`src/rtl/v_issue_ctrl.sv`:
```
// Vector issue controller: accepts one decoded instruction, routes it to a single unit and
// either sequences LANES-wide beats (ALU/MUL) or starts a self-sequencing unit and waits for done.
module v_issue_ctrl #(
  parameter int unsigned LANES = 4,
  parameter int unsigned VL_W  = 7
) (
  input  logic                     clk,
  input  logic                     rst,
  input  logic                     instr_valid,
  output logic                     instr_ready,
  input  logic                     is_vconfig,
  input  logic [3:0]               v_alu_op,
  input  logic                     is_mul,
  input  logic [2:0]               v_red_op,
  input  logic [2:0]               v_sldu_op,
  input  logic [3:0]               v_lsu_op,
  input  logic [VL_W-1:0]          vl,
  output logic [4:0]               unit_start,
  output logic [3:0]               op_code,
  output logic [VL_W-1:0]          elem_idx,
  output logic [$clog2(LANES):0]   elem_cnt,
  output logic                     last_beat,
  input  logic                     unit_stall,
  input  logic                     red_done,
  input  logic                     sldu_done,
  input  logic                     lsu_done,
  output logic                     cfg_we,
  output logic                     done,
  output logic                     illegal,
  output logic                     busy
);

  localparam int unsigned CntW = $clog2(LANES) + 1;
  localparam logic [VL_W:0] LanesW = (VL_W + 1)'(LANES);

  typedef enum logic [1:0] {
    StIdle,
    StCfg,
    StBeat,
    StWait
  } state_e;

  state_e r_state, w_state_d;

  // Unit one-hot: {lsu, sldu, red, mul, alu}
  logic [4:0]      r_unit;
  logic [3:0]      r_op;
  logic [VL_W-1:0] r_vl;
  logic [VL_W:0]   r_idx;
  logic            r_first;
  logic            r_done;
  logic            r_illegal;

  logic [VL_W:0]   w_idx_d;
  logic            w_first_d;
  logic            w_done_d;
  logic            w_illegal_d;

  logic            w_accept;
  logic            w_cfg;
  logic [4:0]      w_sel;
  logic [3:0]      w_op;
  logic            w_elemwise;
  logic [VL_W:0]   w_idx_end;
  logic [VL_W:0]   w_remain;
  logic            w_last;
  logic [CntW-1:0] w_cnt;
  logic            w_unit_done;

  assign w_accept = instr_valid && (r_state == StIdle);

  // Classification priority: vconfig > lsu > red > sldu > mul > alu
  always_comb begin
    w_cfg = 1'b0;
    w_sel = '0;
    w_op  = '0;
    if (is_vconfig) begin
      w_cfg = 1'b1;
    end else if (v_lsu_op != '0) begin
      w_sel = 5'b10000;
      w_op  = v_lsu_op;
    end else if (v_red_op != '0) begin
      w_sel = 5'b00100;
      w_op  = {1'b0, v_red_op};
    end else if (v_sldu_op != '0) begin
      w_sel = 5'b01000;
      w_op  = {1'b0, v_sldu_op};
    end else if (is_mul) begin
      w_sel = 5'b00010;
      w_op  = 4'd1;
    end else if (v_alu_op != '0) begin
      w_sel = 5'b00001;
      w_op  = v_alu_op;
    end
  end

  assign w_elemwise = w_sel[1] | w_sel[0];

  // Index math is one bit wider than vl so the end-of-vector compare cannot wrap.
  assign w_idx_end   = r_idx + LanesW;
  assign w_remain    = {1'b0, r_vl} - r_idx;
  assign w_last      = (w_idx_end >= {1'b0, r_vl});
  assign w_cnt       = (w_remain >= LanesW) ? LanesW[CntW-1:0] : w_remain[CntW-1:0];
  assign w_unit_done = |(r_unit[4:2] & {lsu_done, sldu_done, red_done});

  always_ff @(posedge clk or posedge rst) begin
    if (rst) begin
      r_state <= StIdle;
    end else begin
      r_state <= w_state_d;
    end
  end

  always_comb begin
    w_state_d   = r_state;
    w_idx_d     = r_idx;
    w_first_d   = 1'b0;
    w_done_d    = 1'b0;
    w_illegal_d = 1'b0;
    unique case (r_state)
      StIdle: begin
        if (w_accept) begin
          if (w_cfg) begin
            w_state_d = StCfg;
          end else if (w_sel == '0) begin
            w_illegal_d = 1'b1;
          end else if (vl == '0) begin
            w_done_d = 1'b1;
          end else if (w_elemwise) begin
            w_state_d = StBeat;
            w_idx_d   = '0;
          end else begin
            w_state_d = StWait;
            w_first_d = 1'b1;
          end
        end
      end
      StCfg: begin
        w_state_d = StIdle;
        w_done_d  = 1'b1;
      end
      StBeat: begin
        if (!unit_stall) begin
          if (w_last) begin
            w_state_d = StIdle;
            w_done_d  = 1'b1;
          end else begin
            w_idx_d = w_idx_end;
          end
        end
      end
      StWait: begin
        if (w_unit_done) begin
          w_state_d = StIdle;
          w_done_d  = 1'b1;
        end
      end
      default: w_state_d = StIdle;
    endcase
  end

  always_ff @(posedge clk or posedge rst) begin
    if (rst) begin
      r_unit    <= '0;
      r_op      <= '0;
      r_vl      <= '0;
      r_idx     <= '0;
      r_first   <= 1'b0;
      r_done    <= 1'b0;
      r_illegal <= 1'b0;
    end else begin
      if (w_accept) begin
        r_unit <= w_sel;
        r_op   <= w_op;
        r_vl   <= vl;
      end
      r_idx     <= w_idx_d;
      r_first   <= w_first_d;
      r_done    <= w_done_d;
      r_illegal <= w_illegal_d;
    end
  end

  always_comb begin
    instr_ready = (r_state == StIdle);
    busy        = (r_state != StIdle);
    cfg_we      = 1'b0;
    unit_start  = '0;
    elem_idx    = '0;
    elem_cnt    = '0;
    last_beat   = 1'b0;
    op_code     = r_op;
    done        = r_done;
    illegal     = r_illegal;
    unique case (r_state)
      StCfg: cfg_we = 1'b1;
      StBeat: begin
        unit_start = r_unit;
        elem_idx   = r_idx[VL_W-1:0];
        elem_cnt   = w_cnt;
        last_beat  = w_last;
      end
      StWait: begin
        if (r_first) begin
          unit_start = r_unit;
          last_beat  = 1'b1;
        end
      end
      default: ;
    endcase
  end

endmodule

```
`config.mk`:
```
export PLATFORM = sky130hd
export DESIGN_NAME = v_issue_ctrl
export DESIGN_NICKNAME = d
export VERILOG_FILES = /design/src/rtl/v_issue_ctrl.sv
export SDC_FILE = /design/constraint.sdc
export NUM_CORES = 1
export LEC_CHECK = 0
export ABC_AREA = 1
export ABC_CLOCK_PERIOD_IN_PS = 1900
export CAP_MARGIN = 40
export CORE_UTILIZATION = 43
export DETAILED_ROUTE_END_ITERATION = 8
export PLACE_DENSITY = 0.81
export SETUP_SLACK_MARGIN = 0.02
export SLEW_MARGIN = 30
export SYNTH_ARGS = -nofsm -noshare
export SYNTH_HDL_FRONTEND = slang
export SYNTH_SLANG_ARGS = --single-unit
```
`constraint.sdc`:
```
create_clock -name clk -period 1.9 [get_ports clk]
set_input_delay 0.285 -clock clk [delete_from_list [all_inputs] [get_ports clk]]
set_output_delay 0.285 -clock clk [all_outputs]
set_load 0.03 [all_outputs]
```
; ---- Word-level counts from Yosys, hierarchy flattened
; Index checks and enable logic that the tools add are counted.
[word_totals]
input_bits = 30
ff_bits = 29
output_inout_bits = 25
[op_classes]
n_mux = 56
add_sub_neg = 2
bitwise = 2
eq_ne = 14
reduce_logical = 13
n_lt_le_gt_ge = 2
[ops]
columns = op, n
row1 = 8-bit two-way mux, 7
row2 = 4-bit two-way mux, 8
row3 = 1-bit two-way mux, 22
row4 = 2-bit two-way mux, 8
row5 = 8-bit case mux with 2 select lines, 1
row6 = 5-bit two-way mux, 3
row7 = "2-bit inequality test, second input constant", 7
row8 = 5-bit case mux with 2 select lines, 1
row9 = "8-bit by 3-bit adder with 8-bit output, second input constant", 1
row10 = "8-bit by 3-bit greater-or-equal comparator with 1-bit output, second input constant", 1
row11 = 8-bit by 7-bit greater-or-equal comparator with 1-bit output, 1
row12 = 2-bit case mux with 4 select lines, 1
row13 = 8-bit AND reduction, 1
row14 = 4-bit nonzero test, 2
row15 = 7-bit by 8-bit subtractor with 8-bit output, 1
row16 = 7-bit zero test, 1
row17 = 7-bit two-way mux, 1
row18 = 3-bit two-way mux, 2
row19 = "3-bit inequality test, second input constant", 2
row20 = 6-bit AND reduction, 1
row21 = 3-bit nonzero test, 2
row22 = 5-bit zero test, 1
row23 = "2-bit equality test, second input constant", 2
row24 = "2-bit by 1-bit inequality test with 1-bit output, second input constant", 2
row25 = 9 further kinds, 10

; ---- Depth between registers and ports, before layout
[depth]
depth_word = 14
ltp_mapped = 14
ltp_nobuf = 14

; ---- Worst setup path before layout
; OpenSTA, ideal clock, no wires.
[synth_timing]
kind = reg-to-output
from = register r_idx[2]
to = output port last_beat
path_stages_with_launch = 13
setup_slack_ns = -0.191
path_buffers = 0
required_ns = 1.615
arrival_time_ns = 1.806
path_cell_list = dfrtp_1 -> ha_1 -> nand2_1 -> o21ai_0 -> o21ai_0 -> inv_1 -> ha_1 -> nand2_1 -> nand2_1 -> nor2_1 -> nand3_1 -> nand2_1 -> nand2_1
[synth_between]
elab_chain_cells = 3
[synth_rtl]
columns = element, line
row1 = from (decl), 49  ; logic [VL_W:0] r_idx;
row2 = from (signal assigned), 177  ; r_idx <= w_idx_d;
row3 = 8-bit by 3-bit adder with 8-bit output, 100  ; assign w_idx_end = r_idx + LanesW;
row4 = 8-bit by 7-bit greater-or-equal comparator with 1-bit output, 102  ; assign w_last = (w_idx_end >= {1'b0, r_vl});
row5 = 1-bit case mux with 2 select lines, 195  ; unique case (r_state)
row6 = to (decl), 22  ; output logic last_beat,
; No other way between the ends.

; ---- Worst setup path after layout
; Ends and elaborated chain as after synthesis.

==> impl_metrics.env <==
export IMPL_reg2reg_depth=16
export IMPL_fin_crit_ps=2400
export IMPL_synthCells=269
export IMPL_gp_congestion=0.881
export IMPL_worstSkewPairLatency_ps=280
export IMPL_fp_dieW_um=68.9
export IMPL_cts_hold_buffers=0
export IMPL_worstPathArrival_ps=2120
export IMPL_whs_ps=361
export IMPL_nFillCells=335
export IMPL_critPathCaptureType="output port"
export IMPL_path_cells="ha_4 -> buf_6 -> xor2_2 -> ha_2 -> and3_4 -> nand2_4 -> nand3_2 -> nand2_4 -> nand2_4 -> buf_6"
export IMPL_n_antenna_cell=0
export IMPL_numCtsBuffers=3
export IMPL_cp_common_cell="nand2_4"
export IMPL_nNetsFinal=399
export IMPL_ys_seq_area_share_pct=35.1
export IMPL_finalHoldViolations=0
export IMPL_hold_path_class="in -> async"
export IMPL_row_count=23
export IMPL_post_synth_cell_area_avg_sq_um=7.16
export IMPL_cap_violations=0
export IMPL_die_y_um=68.9
export IMPL_place_hpwl_um=3930
export IMPL_dp_slack_ps=-248
export IMPL_grt_pass1_wl_um=8610
export IMPL_slowest_delay_ps=480
export IMPL_netlist_area_sq_um=1930
export IMPL_grt_pass1_vias=1976
export IMPL_crit_path_max_fanout=4
export IMPL_cp_top_family="adder cells"
export IMPL_dp_cells=391
export IMPL_slowest_stage="dfrtp_2"
export IMPL_drc=0
export IMPL_synth_ff_type="dfrtp_1"
export IMPL_drv_slew=0
export IMPL_cp_depth=10
export IMPL_via_per_inst=5.04
export IMPL_required_ps=1620
export IMPL_gr_total_overflow=0
export IMPL_start_util_pct=46.5
export IMPL_ir_worst_vdd_mv=0.735
export IMPL_crit_type="reg -> out"
export IMPL_p_per_area_nw_per_um2=1310
export IMPL_async_flop_share_pct=100
export IMPL_tns_ps=-4410
export IMPL_clkSlewWorstSetupHoldPaths_ps=110
export IMPL_cts_root_buffer="clkbuf_8"
export IMPL_fin_crit_sh_pct=126
export IMPL_antenna_left=0
export IMPL_wire_per_inst_um=13.3
export IMPL_status="finished with violations"
export IMPL_setup_viol=13
export IMPL_path_buf_inv=2
export IMPL_layout_cells_non_filler=405
export IMPL_antenna_found_initial=0
export IMPL_violations="setup timing"
export IMPL_final_util_pct=71.3
export IMPL_rsz0062_at_grt="yes"
export IMPL_clock_sinks=27
export IMPL_synth_seq_cells=27
export IMPL_fin_ws_ps=-503
export IMPL_routed_wl_um=5390
export IMPL_core_area_sq_um=4140
export IMPL_grtUsageTotal_pct=24.7
export IMPL_synth_cell_type_count=33
export IMPL_clk_path_buf_depth=2
export IMPL_leakagePower_nw=1.45
export IMPL_top_level_ports=55
export IMPL_syn2layout_area_growth_pct=53.5
export IMPL_worstSetupStartpointType="flip-flop"
export IMPL_dr_pass1_iters=4
export IMPL_cts_tree="done"
export IMPL_htreeDepth=1
export IMPL_grt_max_degree=28
export IMPL_timing_rr_start="r_idx[2]"
export IMPL_fmax_mhz=416
export IMPL_crit_start="r_idx[2]"
export IMPL_synth_edf_count=0
export IMPL_io_buffers=52
export IMPL_vias=2040
export IMPL_yosysWarnings=0
export IMPL_drtIter0Drc=129
export IMPL_dieArea_sq_um=4750
export IMPL_skew_ps=16.7
export IMPL_drive_gt1_share_pct=27.9
==> synthesized netlist by cell type (all sizes together) (2+ instances only) <==
| master | number | area (sq um) |
|---|---|---|
| nand2 | 67 | 267 |
| nor2 | 43 | 198 |
| inv | 42 | 158 |
| dfrtp | 27 | 676 |
| o21ai | 21 | 113 |
| ha | 13 | 163 |
| nand3 | 12 | 60.1 |
| a21oi | 10 | 50.1 |
| nand3b | 5 | 37.5 |
| o211ai | 4 | 35.0 |
| buf | 3 | 20.0 |
| nand4 | 3 | 18.8 |
| nor3 | 3 | 15.0 |
| xor2 | 3 | 26.3 |
| a31oi | 2 | 12.5 |
| conb | 2 | 7.51 |
| o22ai | 2 | 12.5 |
==> worst min-delay path, delay by kind of cell <==
family / cells / cell delay, ps
buffers and inverters: 3 / 770
==> logic make-up after synthesis <==
family                   Yosys count  synth area share [%]
other                              2                 0.390
AND/OR/NAND/NOR                  135                  31.6
XOR/XNOR                           4                  1.82
flip-flops                        27                  35.1
adder cells (fa/ha/maj)           13                  8.45
AO/OA/AOI/OAI                     43                  13.4
buffers and inverters             45                  9.23
==> final timing paths <==
kind                                    to  slack (ps)
worst max-delay path             last_beat        -500
worst min-delay path            r_state[0]         360
worst max register to register  r_state[1]        -380
worst min register to register  op_code[1]         500
max in group asynchronous         r_idx[3]        1270
min in group clk                op_code[1]         500
==> timing repair <==
| action | in CTS | in global routing |
|---|---|---|
| gates resized for setup | 39 | 44 |
| setup buffers | 11 | 6 |
| endpoints found under the setup margin | 26 | 18 |
| pin swaps | 14 | 21 |
==> area by class of cell <==
cell class	count	area, sq um	area share [%]
tap	50	62.6	2.12
clock inverter	1	5.00	0.169
clock buffer	3	41.3	1.40
timing repair buffer	83	734	24.9
inverter	42	158	5.33
sequential	27	679	23.0
multi-input combinational	199	1270	43.1
==> stage by stage <==
step | area, sq um | power [W]
floorplan | 1940 | 0.00233
global placement | 2650 | 0.00301
detailed placement | 2650 | 0.00308
CTS | 2870 | 0.00362
global route | 2960 | 0.00417
finish | 2960 | 0.00387
==> report_power, final <==
part	internal [W]	switching [W]	total, W
clock network	0.000147	0.000187	0.000334
registers	0.000763	0.000159	0.000922
logic	0.00109	0.00152	0.00262
total	0.00200	0.00187	0.00387
==> metal layers <==
layer	wire (um)	GRT usage, %	vias up
li1	-	-	1029
met1	2280	29.8	943
met2	2790	43.7	58
met3	199	3.78	10
met4	118	9.18	0
met5	0	0	-
==> sequential cells by signal (all words and copies together) (netlist names) <==
name     cells
op_code      4
r_vl         7
r_unit       5
r_state      2
illegal      1
r_idx        6
r_first      1
done         1
==> placed cells by master (no fill, tap or decap), drive strengths merged <==
cell type / instances
dfrtp: 27
a31o: 1
xor2: 3
o32ai: 1
buf: 35
nor2: 43
nand2: 67
nand3b: 5
and3: 1
dlygate4sd2: 8
o21ai: 21
clkdlybuf4s50: 35
a21oi: 10
o221ai: 1
xnor2: 1
a31oi: 2
clkbuf: 8
o22ai: 2
ha: 13
nand3: 12
clkinv: 1
nor3b: 1
nor3: 3
a22o: 1
o211ai: 4
nand4: 3
inv: 42
conb: 4
Power figures use the tool's default switching activity.
